<file path="src/rtl/access_lockout_if.sv">
// Bundles the user-input side and the status outputs of access_lockout.
// The slave modport faces the controller; the master modport faces whatever
// drives the one-pulsed user inputs and observes the status outputs.
interface access_lockout_if #(
  parameter int DIGIT_W   = 4,
  parameter int KEY_LEN   = 4,
  parameter int MAX_TRIES = 3
);
  localparam int FAIL_W = $clog2(MAX_TRIES + 1);
  localparam int IDX_W  = (KEY_LEN > 1) ? $clog2(KEY_LEN) : 1;

  logic [DIGIT_W-1:0] pword;
  logic               pword_enter;
  logic               timeout;
  logic               logout;

  logic               enable;
  logic               reconf;
  logic               pass_red;
  logic               pass_green;
  logic               locked;
  logic [FAIL_W-1:0]  fail_cnt;
  logic [IDX_W-1:0]   digit_idx;
  logic [2:0]         currentstate;

  modport master (
    output pword, pword_enter, timeout, logout,
    input  enable, reconf, pass_red, pass_green, locked,
           fail_cnt, digit_idx, currentstate
  );

  modport slave (
    input  pword, pword_enter, timeout, logout,
    output enable, reconf, pass_red, pass_green, locked,
           fail_cnt, digit_idx, currentstate
  );
endinterface

</file>
<file path="src/rtl/access_lockout.sv">
// Login controller: collects a KEY_LEN-digit code, compares it against KEY,
// then walks OK -> SET -> PLAY. Consecutive failed codes are counted and
// MAX_TRIES of them force a LOCK_CYCLES-long lockout. All outputs are Moore
// decodes of registered state.
module access_lockout #(
  parameter int DIGIT_W     = 4,
  parameter int KEY_LEN     = 4,
  parameter logic [KEY_LEN*DIGIT_W-1:0] KEY = 16'h3153,
  parameter int MAX_TRIES   = 3,
  parameter int LOCK_CYCLES = 100
) (
  input  logic              CLK,
  input  logic              RST,
  access_lockout_if.slave   bus
);
  localparam int FAIL_W = $clog2(MAX_TRIES + 1);
  localparam int IDX_W  = (KEY_LEN > 1) ? $clog2(KEY_LEN) : 1;
  localparam int LOCK_W = (LOCK_CYCLES > 1) ? $clog2(LOCK_CYCLES) : 1;
  localparam int NSLOT  = 2 ** IDX_W;

  typedef enum logic [2:0] {
    ST_ENTRY  = 3'b001,
    ST_LOCKED = 3'b010,
    ST_OK     = 3'b101,
    ST_SET    = 3'b110,
    ST_PLAY   = 3'b111
  } state_e;

  state_e             state_q, state_d;
  logic [IDX_W-1:0]   digit_idx_q, digit_idx_d;
  logic [FAIL_W-1:0]  fail_cnt_q, fail_cnt_d;
  logic [LOCK_W-1:0]  lock_cnt_q, lock_cnt_d;
  logic               miss_q, miss_d;

  // Key split into digits, digit 0 taken from the most-significant end.
  // Slots past KEY_LEN are unreachable and tied to zero so every index value
  // of digit_idx selects a defined entry.
  logic [DIGIT_W-1:0] key_digits [NSLOT];
  for (genvar g = 0; g < NSLOT; g++) begin : g_key
    if (g < KEY_LEN) begin : g_real
      assign key_digits[g] = KEY[(KEY_LEN-1-g)*DIGIT_W +: DIGIT_W];
    end else begin : g_pad
      assign key_digits[g] = '0;
    end
  end

  logic digit_miss;
  logic last_digit;
  assign digit_miss = (bus.pword != key_digits[digit_idx_q]);
  assign last_digit = (digit_idx_q == IDX_W'(KEY_LEN - 1));

  // Next-state and counter update; logout outranks timeout outranks pword_enter.
  always_comb begin
    // NOTE: every _d starts at its current value so no branch can infer a latch.
    state_d     = state_q;
    digit_idx_d = digit_idx_q;
    fail_cnt_d  = fail_cnt_q;
    lock_cnt_d  = lock_cnt_q;
    miss_d      = miss_q;

    unique case (state_q)
      ST_ENTRY: begin
        if (bus.pword_enter) begin
          if (last_digit) begin
            digit_idx_d = '0;
            miss_d      = 1'b0;
            if (!(miss_q || digit_miss)) begin
              state_d    = ST_OK;
              fail_cnt_d = '0;
            end else begin
              fail_cnt_d = fail_cnt_q + FAIL_W'(1);
              if (fail_cnt_q == FAIL_W'(MAX_TRIES - 1)) begin
                state_d    = ST_LOCKED;
                lock_cnt_d = LOCK_W'(LOCK_CYCLES - 1);
              end
            end
          end else begin
            digit_idx_d = digit_idx_q + IDX_W'(1);
            miss_d      = miss_q | digit_miss;
          end
        end
      end

      ST_LOCKED: begin
        if (lock_cnt_q == '0) begin
          state_d    = ST_ENTRY;
          fail_cnt_d = '0;
        end else begin
          lock_cnt_d = lock_cnt_q - LOCK_W'(1);
        end
      end

      ST_OK, ST_SET, ST_PLAY: begin
        if (bus.logout) begin
          state_d     = ST_ENTRY;
          digit_idx_d = '0;
          miss_d      = 1'b0;
        end else if (state_q == ST_PLAY) begin
          if (bus.timeout) state_d = ST_OK;
        end else if (bus.pword_enter) begin
          state_d = (state_q == ST_OK) ? ST_SET : ST_PLAY;
        end
      end

      default: begin
        state_d     = ST_ENTRY;
        digit_idx_d = '0;
        miss_d      = 1'b0;
      end
    endcase
  end

  // State and counter registers with synchronous reset.
  always_ff @(posedge CLK) begin
    if (RST) begin
      state_q     <= ST_ENTRY;
      digit_idx_q <= '0;
      fail_cnt_q  <= '0;
      lock_cnt_q  <= '0;
      miss_q      <= 1'b0;
    end else begin
      // NOTE: non-blocking so every flop updates from pre-edge values together.
      state_q     <= state_d;
      digit_idx_q <= digit_idx_d;
      fail_cnt_q  <= fail_cnt_d;
      lock_cnt_q  <= lock_cnt_d;
      miss_q      <= miss_d;
    end
  end

  // Moore output decode of the registered state and counters.
  always_comb begin
    bus.enable       = (state_q == ST_PLAY);
    bus.reconf       = (state_q == ST_SET);
    bus.pass_red     = (state_q == ST_ENTRY) || (state_q == ST_LOCKED);
    bus.pass_green   = (state_q == ST_OK) || (state_q == ST_SET) || (state_q == ST_PLAY);
    bus.locked       = (state_q == ST_LOCKED);
    bus.fail_cnt     = fail_cnt_q;
    bus.digit_idx    = digit_idx_q;
    bus.currentstate = state_q;
  end
endmodule
</file>
<file path="src/flat_wrapper.sv">
// flat-port wrapper written by rule: the top's interface ports become plain ports
module access_lockout_flat 
#(
  parameter int DIGIT_W     = 4,
  parameter int KEY_LEN     = 4,
  parameter logic [KEY_LEN*DIGIT_W-1:0] KEY = 16'h3153,
  parameter int MAX_TRIES   = 3,
  parameter int LOCK_CYCLES = 100
)
  (CLK, RST, bus_pword, bus_pword_enter, bus_timeout, bus_logout, bus_enable, bus_reconf, bus_pass_red, bus_pass_green, bus_locked, bus_fail_cnt, bus_digit_idx, bus_currentstate);
  access_lockout_if #(.DIGIT_W(DIGIT_W), .KEY_LEN(KEY_LEN), .MAX_TRIES(MAX_TRIES)) bus_i ();
  input  logic CLK;
  input  logic RST;
  input wire logic [$bits(bus_i.pword)-1:0] bus_pword;
  input wire logic [$bits(bus_i.pword_enter)-1:0] bus_pword_enter;
  input wire logic [$bits(bus_i.timeout)-1:0] bus_timeout;
  input wire logic [$bits(bus_i.logout)-1:0] bus_logout;
  output wire logic [$bits(bus_i.enable)-1:0] bus_enable;
  output wire logic [$bits(bus_i.reconf)-1:0] bus_reconf;
  output wire logic [$bits(bus_i.pass_red)-1:0] bus_pass_red;
  output wire logic [$bits(bus_i.pass_green)-1:0] bus_pass_green;
  output wire logic [$bits(bus_i.locked)-1:0] bus_locked;
  output wire logic [$bits(bus_i.fail_cnt)-1:0] bus_fail_cnt;
  output wire logic [$bits(bus_i.digit_idx)-1:0] bus_digit_idx;
  output wire logic [$bits(bus_i.currentstate)-1:0] bus_currentstate;
  assign bus_i.pword = bus_pword;
  assign bus_i.pword_enter = bus_pword_enter;
  assign bus_i.timeout = bus_timeout;
  assign bus_i.logout = bus_logout;
  assign bus_enable = bus_i.enable;
  assign bus_reconf = bus_i.reconf;
  assign bus_pass_red = bus_i.pass_red;
  assign bus_pass_green = bus_i.pass_green;
  assign bus_locked = bus_i.locked;
  assign bus_fail_cnt = bus_i.fail_cnt;
  assign bus_digit_idx = bus_i.digit_idx;
  assign bus_currentstate = bus_i.currentstate;
  access_lockout #(.DIGIT_W(DIGIT_W), .KEY_LEN(KEY_LEN), .KEY(KEY), .MAX_TRIES(MAX_TRIES), .LOCK_CYCLES(LOCK_CYCLES)) u_core (.CLK(CLK), .RST(RST), .bus(bus_i));
endmodule
</file>
<file path="config.mk">
export PLATFORM = sky130hd
export DESIGN_NAME = access_lockout_flat
export DESIGN_NICKNAME = d
export VERILOG_FILES = /design/src/rtl/access_lockout_if.sv /design/src/rtl/access_lockout.sv /design/src/flat_wrapper.sv
export SDC_FILE = /design/constraint.sdc
export NUM_CORES = 1
export LEC_CHECK = 0
export BUFFER_PORTS_ARGS = -buffer_cell sky130_fd_sc_hd__buf_2
export CAP_MARGIN = 15
export CORE_AREA = 2 2 46 48
export CTS_CLUSTER_SIZE = 14
export DETAILED_ROUTE_END_ITERATION = 10
export DIE_AREA = 0 0 48 50
export GPL_ROUTABILITY_DRIVEN = 0
export PLACE_DENSITY = 0.8
export SYNTH_ARGS = -nofsm -noshare
export SYNTH_HDL_FRONTEND = slang
export SYNTH_SLANG_ARGS = --single-unit
</file>
<file path="constraint.sdc">
create_clock -name CLK -period 2.35 [get_ports CLK]
set_clock_uncertainty 0.05 [all_clocks]
set_input_delay 0.3525 -clock CLK [delete_from_list [all_inputs] [get_ports CLK]]
set_output_delay 0.3525 -clock CLK [all_outputs]
set_load 0.005 [all_outputs]
</file>
After elaboration in Yosys (flattened, before gate mapping)

Index checks and enable logic that the tools add are counted.

$add $sub $neg: 3
$lt $le $gt $ge: 1
Equality and inequality tests: 18
Multiplexer cells: 33
Bitwise gates (word level): 3
Reduce and logical (&&, ||, !) cells: 11

Operators by type and width:

| operator                                                           | number |
|---|---|
| 7-bit two-way mux                                                  | 5 |
| 3-bit two-way mux                                                  | 9 |
| 2-bit two-way mux                                                  | 7 |
| 7-bit case mux with 2 select lines                                 | 1 |
| 6-bit AND reduction                                                | 2 |
| 3-bit == test, second input constant                               | 3 |
| 3-bit case mux with 3 select lines                                 | 1 |
| 4-bit binary-select mux with 2-bit select                          | 1 |
| 4-bit two-way mux                                                  | 2 |
| 2-bit by 1-bit != test with 1-bit output, second input constant    | 4 |
| 4-bit != test, second input constant                               | 2 |
| 7-bit logical NOT                                                  | 1 |
| 7-bit by 1-bit subtractor with 7-bit output, second input constant | 1 |
| 2-bit != test, second input constant                               | 3 |
| 2-bit case mux with 3 select lines                                 | 1 |
| 2-bit by 1-bit adder with 2-bit output, second input constant      | 2 |
| 2-bit == test, second input constant                               | 2 |
| 1-bit logical OR                                                   | 4 |
| 1-bit two-way mux                                                  | 4 |
| 4-bit != test                                                      | 1 |
| 2-bit case mux with 2 select lines                                 | 1 |
| 4-bit AND reduction                                                | 1 |
| 3-bit by 1-bit == test with 1-bit output, second input constant    | 1 |
| 3-bit by 2-bit == test with 1-bit output, second input constant    | 1 |
| other kinds (9)                                                    | 9 |

Flip-flop bits (word level): 15
Input bits: 9
Output and inout bits: 12
Logic and storage cells: 74

Logic depth before layout (Yosys ltp)

Gate-level depths: netlist (run 1).

Depth after elaboration: 10
Mapped depth: 8
Gate-level depth less buffers: 7

Worst setup path before layout (run 1)

OpenSTA, ideal clock, no wires.

Path type: reg-to-reg
Start: reg u_core.state_q[2], in the netlist u_core.bus.currentstate[2]
End: reg u_core.lock_cnt_q[5]
Library setup time: 0.132 ns
Data arrival time: 1.839 ns
Required time: 2.168 ns
Path slack: 0.329 ns
Stages on the path, launching flop included: 8
Path buffers: 2
Clock period less this slack: 2.021 ns
Cells stage by stage: dfxtp_1 -> or3b_1 -> buf_6 -> or4_4 -> buf_6 -> o2111ai_2 -> xor2_1 -> a21oi_1

Cells in the longest elaborated chain, start to end: 3
Elaborated cells on any way between the ends: 10
Those cells by class: eq/ne: 7; mux: 1; reduce/logical: 2

Ends and longest elaborated chain:

| element                                                                                                     | line                  | RTL |
|---|---|---|
| from (decl)                                                                                                 | access_lockout.sv:29  | `state_e state_q, state_d;` |
| from (signal assigned)                                                                                      | access_lockout.sv:123 | `state_q <= state_d;` |
| 3-bit by 1-bit == test with 1-bit output / 3-bit by 2-bit == test with 1-bit output (equally long branches) | access_lockout.sv:61  | `unique case (state_q)` |
| 2-bit by 1-bit != test with 1-bit output (no source line), or another cell as far along                     | -                     |  |
| 6-bit AND reduction (no source line)                                                                        | -                     |  |
| to (signal assigned)                                                                                        | access_lockout.sv:126 | `lock_cnt_q <= lock_cnt_d;` |
| to (decl)                                                                                                   | access_lockout.sv:32  | `logic [LOCK_W-1:0] lock_cnt_q, lock_cnt_d;` |

Several ways; a longest one is shown, not always the timed one.
A chain may end at the register's enable or synchronous reset.

Final worst setup path (run 1)

Start: reg u_core.lock_cnt_q[0]
End: reg u_core.state_q[0], in the netlist u_core.bus.currentstate[0]

Cells in the longest elaborated chain, start to end: 3

Ends and longest elaborated chain:

| element                                                   | line                 | RTL |
|---|---|---|
| 7-bit logical NOT                                         | access_lockout.sv:85 | `if (lock_cnt_q == '0) begin` |
| 2-bit by 1-bit != test with 1-bit output (no source line) | -                    |  |
| 6-bit AND reduction (no source line)                      | -                    |  |

No other way between the ends.

==> reports/qor.yml, run 1 <==
viasPerCell: 5.39
path_delay_family: "compound AO/OA/AOI/OAI gates"
f_max_mhz: 453
number_of_buffers_inserted_by_hold_repair_at_cts: 0
timing.hold.ws_ps: 340
crit_type: "reg -> reg"
cts-root-buf: "sky130_fd_sc_hd__clkbuf_4"
finalHoldViolations: 0
post_synth_instance_area_um2: 921
design_area_um2: 1070
power.ir.vdd_worst_mv: 0.267
grt_overflow: 0
final_layout_size_suffix_gt1_share_pct: 24.2
pleak_nw: 0.470
maxCapViolCount: 0
post_layout_min_period_ps: 2210
clkTransAtPathRegs_ps: 100
synth_async_sr_flop_share_pct: 0
yosysMostFrequentCell: "sky130_fd_sc_hd__nor2_1"
crit_slowest_cell: "sky130_fd_sc_hd__nor3b_1"
post_synth_inst_count: 110
cts-resized-gates: 0
cp_max_fo: 3
cts_tree: "built"
rsz0062_at_grt: "no"
gr-usage-all-layers_pct: 17.5
pin_count: 21
holdCritPathClass: "in -> reg"
row_count: 16
antenna_diode_count: 0
power-per-cell-area_nw_per_um2: 439
wl_per_cell_um: 12.1
cpPeakStageDelay_ps: 370
antenna_violating_nets_post_route: 0
critical_path_required_ps: 2500
count_of_h_tree_levels_built_during_cts: 1
min_period_over_period_pct: 93.9
cts_num_sinks: 15
clk-insertion-delay-late_ps: 300
cp_data_arrival_time_ps: 2350
max_slew_margin_pct: 69.2
synth_top_cell_area_share_pct: 32.6
detailedPlacementHpwl_um: 1440
die_width_um: 48
worst_setup_path_end_kind: "flip-flop"
core_area_um2: 1900
timing.critical_path.from_type: "flip-flop"
start_util_pct: 48.4
synth.area.top_cells: "sky130_fd_sc_hd__dfxtp_1 33%, sky130_fd_sc_hd__nor2_1 6.5%, sky130_fd_sc_hd__xor2_1 5.7%"
cts_buffer_depth: 2
firstDrtPassIters: 4
setup-violations-final: 0
synth.cells.most_frequent: "16 x sky130_fd_sc_hd__nor2_1, 15 x sky130_fd_sc_hd__dfxtp_1, 7 x sky130_fd_sc_hd__nor3_1"
drt_iter0_drc: 8
synth-edff-count: 0
ys_warn_count: 0
area_growth_pct: 16.4
synth_cell_type_count: 37
dr_total_vias: 857
synth_seq_cells: 15
synthesis.area_per_instance_um2: 8.37
synthFlopType: "sky130_fd_sc_hd__dfxtp_1"
finish.net_count: 146
cp_cell_sequence: "inv_1 -> ha_1 -> nor3b_1 -> a21oi_1 -> a211oi_1 -> o31ai_1 -> a221o_1"
final_core_util_pct: 56.4
grt_first_pass_wirelength_um: 3040
fp.dieArea_um2: 2400
worst_pin_slew_ps: 463
remaining_drc_errors: 0
postRouteWirelength_um: 1930
cts.repair_timing.setup_buffer_count: 0
placed_area_um2: 1040
report.final.slew_viol_count: 0
cts_made_buffers: 3
placement.io_buffers: 20
number_of_global_route_vias_before_repair: 735
largest_net_degree_at_the_start_of_global_routing: 14
path_buf_inv: 1
yosysSeqAreaShare_pct: 32.6
setup_tns_ps: 0
postSynthNetCount: 123
die-height_um: 50
outcome: "finished clean"
grt_antenna_before_repair: 0
synth_area_leader_cell: "sky130_fd_sc_hd__dfxtp_1"
## area by class of cell
type                       count  area, um2
clock buffer                   3       22.5
clock inverter                 1       5.00
fill                         185        830
inverter                       6       22.5
multi-input combinational     83        558
sequential                    15        300
tap                           27       33.8
timing repair buffer          24        130
## per-stage QoR
step | setup slack, ps | std cells | power [mW]
floorplan | 329 | 110 | 0.304
global placement | 259 | 155 | 0.319
detailed placement | 212 | 155 | 0.322
CTS | 193 | 159 | 0.475
global route | 34.7 | 159 | 0.489
finish | 142 | 159 | 0.471
## metal layers
metal | track usage [%] | part of all wire [%] | up-vias
li1 | - | - | 441
met1 | 23.3 | 51 | 389
met2 | 27.1 | 43 | 23
met3 | 2.20 | 4.4 | 4
met4 | 8.11 | 2.0 | 0
met5 | 0 | 0 | -
## cells by family after synthesis
family | share of synthesized area (%)
DFF | 32.6
and+or+nand+nor | 24.7
buffers and inverters | 6.79
AOI/OAI and AO/OA | 20.5
adders and majority gates | 5.43
muxes | 3.26
xor gates and xnor gates | 6.66
## power by group
part	internal [mW]	leakage (nW)	switching, mW
clock	0.0635	0.0177	0.0911
combinational	0.0240	0.331	0.0290
sequential	0.259	0.122	0.00400
## worst paths after layout
path / from / endpoint / slack, ps / depth (start not counted)
worst max register to register: u_core.lock_cnt_q[0] / u_core.bus.currentstate[0] / 140 / 7
worst min-delay path: RST / u_core.bus.digit_idx[1] / 340 / 2
worst max-delay path: u_core.lock_cnt_q[0] / u_core.bus.currentstate[0] / 140 / 7
worst min register to register: u_core.bus.fail_cnt[0] / u_core.bus.fail_cnt[0] / 450 / 2
## state kept, by name, summed over array words and instances (netlist names)
name / cells
u_core.lock_cnt_q: 7
u_core.bus.currentstate: 3
u_core.bus.digit_idx: 2
u_core.bus.fail_cnt: 2
u_core.miss_q: 1
## cell usage in the layout (no fill, tap or decap), types with 2 or more instances in the layout
master	n
sky130_fd_sc_hd__a21oi_1	6
sky130_fd_sc_hd__o21a_1	2
sky130_fd_sc_hd__mux2i_1	3
sky130_fd_sc_hd__ha_1	4
sky130_fd_sc_hd__nand2_1	5
sky130_fd_sc_hd__xor2_1	6
sky130_fd_sc_hd__clkbuf_4	3
sky130_fd_sc_hd__nand2b_1	2
sky130_fd_sc_hd__or3b_1	2
sky130_fd_sc_hd__nor3b_1	2
sky130_fd_sc_hd__and3_1	2
sky130_fd_sc_hd__a211oi_1	3
sky130_fd_sc_hd__nand3_1	2
sky130_fd_sc_hd__buf_4	4
sky130_fd_sc_hd__dfxtp_1	15
sky130_fd_sc_hd__buf_2	20
sky130_fd_sc_hd__o22ai_1	2
sky130_fd_sc_hd__o211ai_1	3
sky130_fd_sc_hd__inv_1	6
sky130_fd_sc_hd__nor2_1	16
sky130_fd_sc_hd__nor3_1	7
Note: power is estimated with default switching activity, not from simulation.
==> inputs of run 2 (changes only) <==
--- a/config.mk
+++ b/config.mk
@@ -12,7 +12,7 @@
 export DETAILED_ROUTE_END_ITERATION = 10
 export DIE_AREA = 0 0 48 50
 export GPL_ROUTABILITY_DRIVEN = 0
-export PLACE_DENSITY = 0.8
+export PLACE_DENSITY = 0.73
 export SYNTH_ARGS = -nofsm -noshare
 export SYNTH_HDL_FRONTEND = slang
 export SYNTH_SLANG_ARGS = --single-unit
==> run 2 against run 1 <==
Final cell count stayed put. Hold slack better by 2.7 ps. Flip-flop and latch count stayed put. Combinational power is 2% lower. Core utilization is 0.26 points higher. Global-route usage is 1.4 points higher. Worst setup slack better by 120 ps. Register-to-register slack better by 120 ps. Routed wire length is 0.62% higher. Non-clock buffer count stayed put. Design area is 0.47% higher. Critical path depth is 1 lower.
==> reports/qor.yml, run 2 (synthesis results as in run 1) <==
f_max_mhz: 478
rsz0062_at_grt: "no"
core_area_um2: 1900
worst_pin_slew_ps: 524
fp.dieArea_um2: 2400
post_layout_min_period_ps: 2090
detailedPlacementHpwl_um: 1480
pwr-share-clk_pct: 32.7
postRouteWirelength_um: 1940
pleak_nw: 0.473
cpPeakStageDelay_ps: 460
start_util_pct: 48.4
drt_iter0_drc: 18
clkTransAtPathRegs_ps: 100
power-per-cell-area_nw_per_um2: 434
holdCritPathClass: "in -> reg"
netSwitchingFraction_pct: 26.2
row_count: 16
grt_overflow: 0
min_period_over_period_pct: 89.0
viasPerCell: 5.44
report.final.slew_viol_count: 0
grt_antenna_before_repair: 0
p_seq_share_pct: 56.2
setup-violations-final: 0
p_switching_mw: 0.122
count_of_h_tree_levels_built_during_cts: 1
largest_net_degree_at_the_start_of_global_routing: 14
instances_no_fill: 159
placement.io_buffers: 20
die_width_um: 48
share_comb_of_total_power_pct: 11.1
max_slew_margin_pct: 64.8
maxCapViolCount: 0
path_delay_family: "compound AO/OA/AOI/OAI gates"
finalHoldViolations: 0
finish.net_count: 146
setup_tns_ps: 0
most_frequent_cells_in_the_layout: "20 x sky130_fd_sc_hd__buf_2, 16 x sky130_fd_sc_hd__nor2_1, 15 x sky130_fd_sc_hd__dfxtp_1"
cts_num_sinks: 15
timing.critical_path.from_type: "flip-flop"
final_layout_size_suffix_gt1_share_pct: 25.0
worst_setup_path_end_kind: "flip-flop"
cts_tree: "built"
pin_count: 21
area_growth_pct: 17.0
timing.hold.ws_ps: 342
cell_internal_power_mw: 0.346
dr_total_vias: 865
dp.cells: 155
antenna_diode_count: 0
die-height_um: 50
wl_per_cell_um: 12.2
largest_reg_flops: 7
top_register: "u_core.lock_cnt_q"
crit_type: "reg -> reg"
antenna_violating_nets_post_route: 0
number_of_global_route_vias_before_repair: 822
critical_path_required_ps: 2490
cp_max_fo: 5
power.ir.vdd_worst_mv: 0.282
cts-root-buf: "sky130_fd_sc_hd__clkbuf_4"
clk-insertion-delay-late_ps: 290
grt_first_pass_wirelength_um: 3340
firstDrtPassIters: 4
path_buf_inv: 1
cp_data_arrival_time_ps: 2230
cp_cell_sequence: "inv_1 -> ha_1 -> xor2_1 -> nor3_1 -> o31ai_1 -> a221o_1"
remaining_drc_errors: 0
cts_made_buffers: 3
crit_slowest_cell: "sky130_fd_sc_hd__nor3_1"
layout_setup_ws_ps: 258
outcome: "finished clean"
most_common_cell_after_layout_fill_and_taps_aside: "sky130_fd_sc_hd__buf_2"
gr-usage-all-layers_pct: 18.9
place_ws_ps: 193
cts_buffer_depth: 2
==> run 2: path summary, 6_finish.rpt <==
check                                     to  slack, ps  cells past startpoint                    start
setup reg to reg  u_core.bus.currentstate[0]        260                      6  u_core.bus.digit_idx[0]
hold / removal          u_core.lock_cnt_q[0]        340                      2                      RST
hold reg to reg       u_core.bus.fail_cnt[0]        450                      2   u_core.bus.fail_cnt[0]
setup / recovery  u_core.bus.currentstate[0]        260                      6  u_core.bus.digit_idx[0]
==> run 2: per-stage QoR <==
stage	instance area, um2	power, mW	util, %
2_1_floorplan	921	0.304	-
3_3_place_gp	1040	0.319	54.9
3_5_place_dp	1040	0.320	54.9
4_1_cts	1070	0.473	56.4
5_1_grt	1080	0.493	56.6
6_report	1080	0.468	56.6
==> run 2: timing repair <==
| item | in CTS | in global routing |
|---|---|---|
| setup endpoints to repair | 0 | 1 |
| hold buffers | 0 | 0 |
| setup buffers | 0 | 0 |
| hold endpoints to repair | 0 | 0 |
| resized for setup | 0 | 1 |
==> run 2: final cells by class <==
type / instances / area, um2
Fill cell: 183 / 825
Multi-Input combinational cell: 83 / 563
Sequential cell: 15 / 300
Timing Repair Buffer: 24 / 130
Tap cell: 27 / 33.8
Clock buffer: 3 / 22.5
Inverter: 6 / 22.5
Clock inverter: 1 / 5.00
==> run 2: power by group through the flow <==
stage	clock, mW	sequential, mW	combinational, mW
after detailed placement	0	0.269	0.0516
after CTS	0.158	0.263	0.0521
after global routing	0.171	0.264	0.0587
after global placement	0	0.268	0.0503
final	0.153	0.263	0.0519
after floorplan	0	0.269	0.0352
==> run 2: per-layer routing <==
layer | routed length [um] | track usage (%) | share of wire [%]
met1 | 962 | 26.5 | 50
met5 | 0 | 0 | 0
met3 | 72 | 3.30 | 3.7
met4 | 33 | 6.76 | 1.7
met2 | 869 | 28.2 | 45
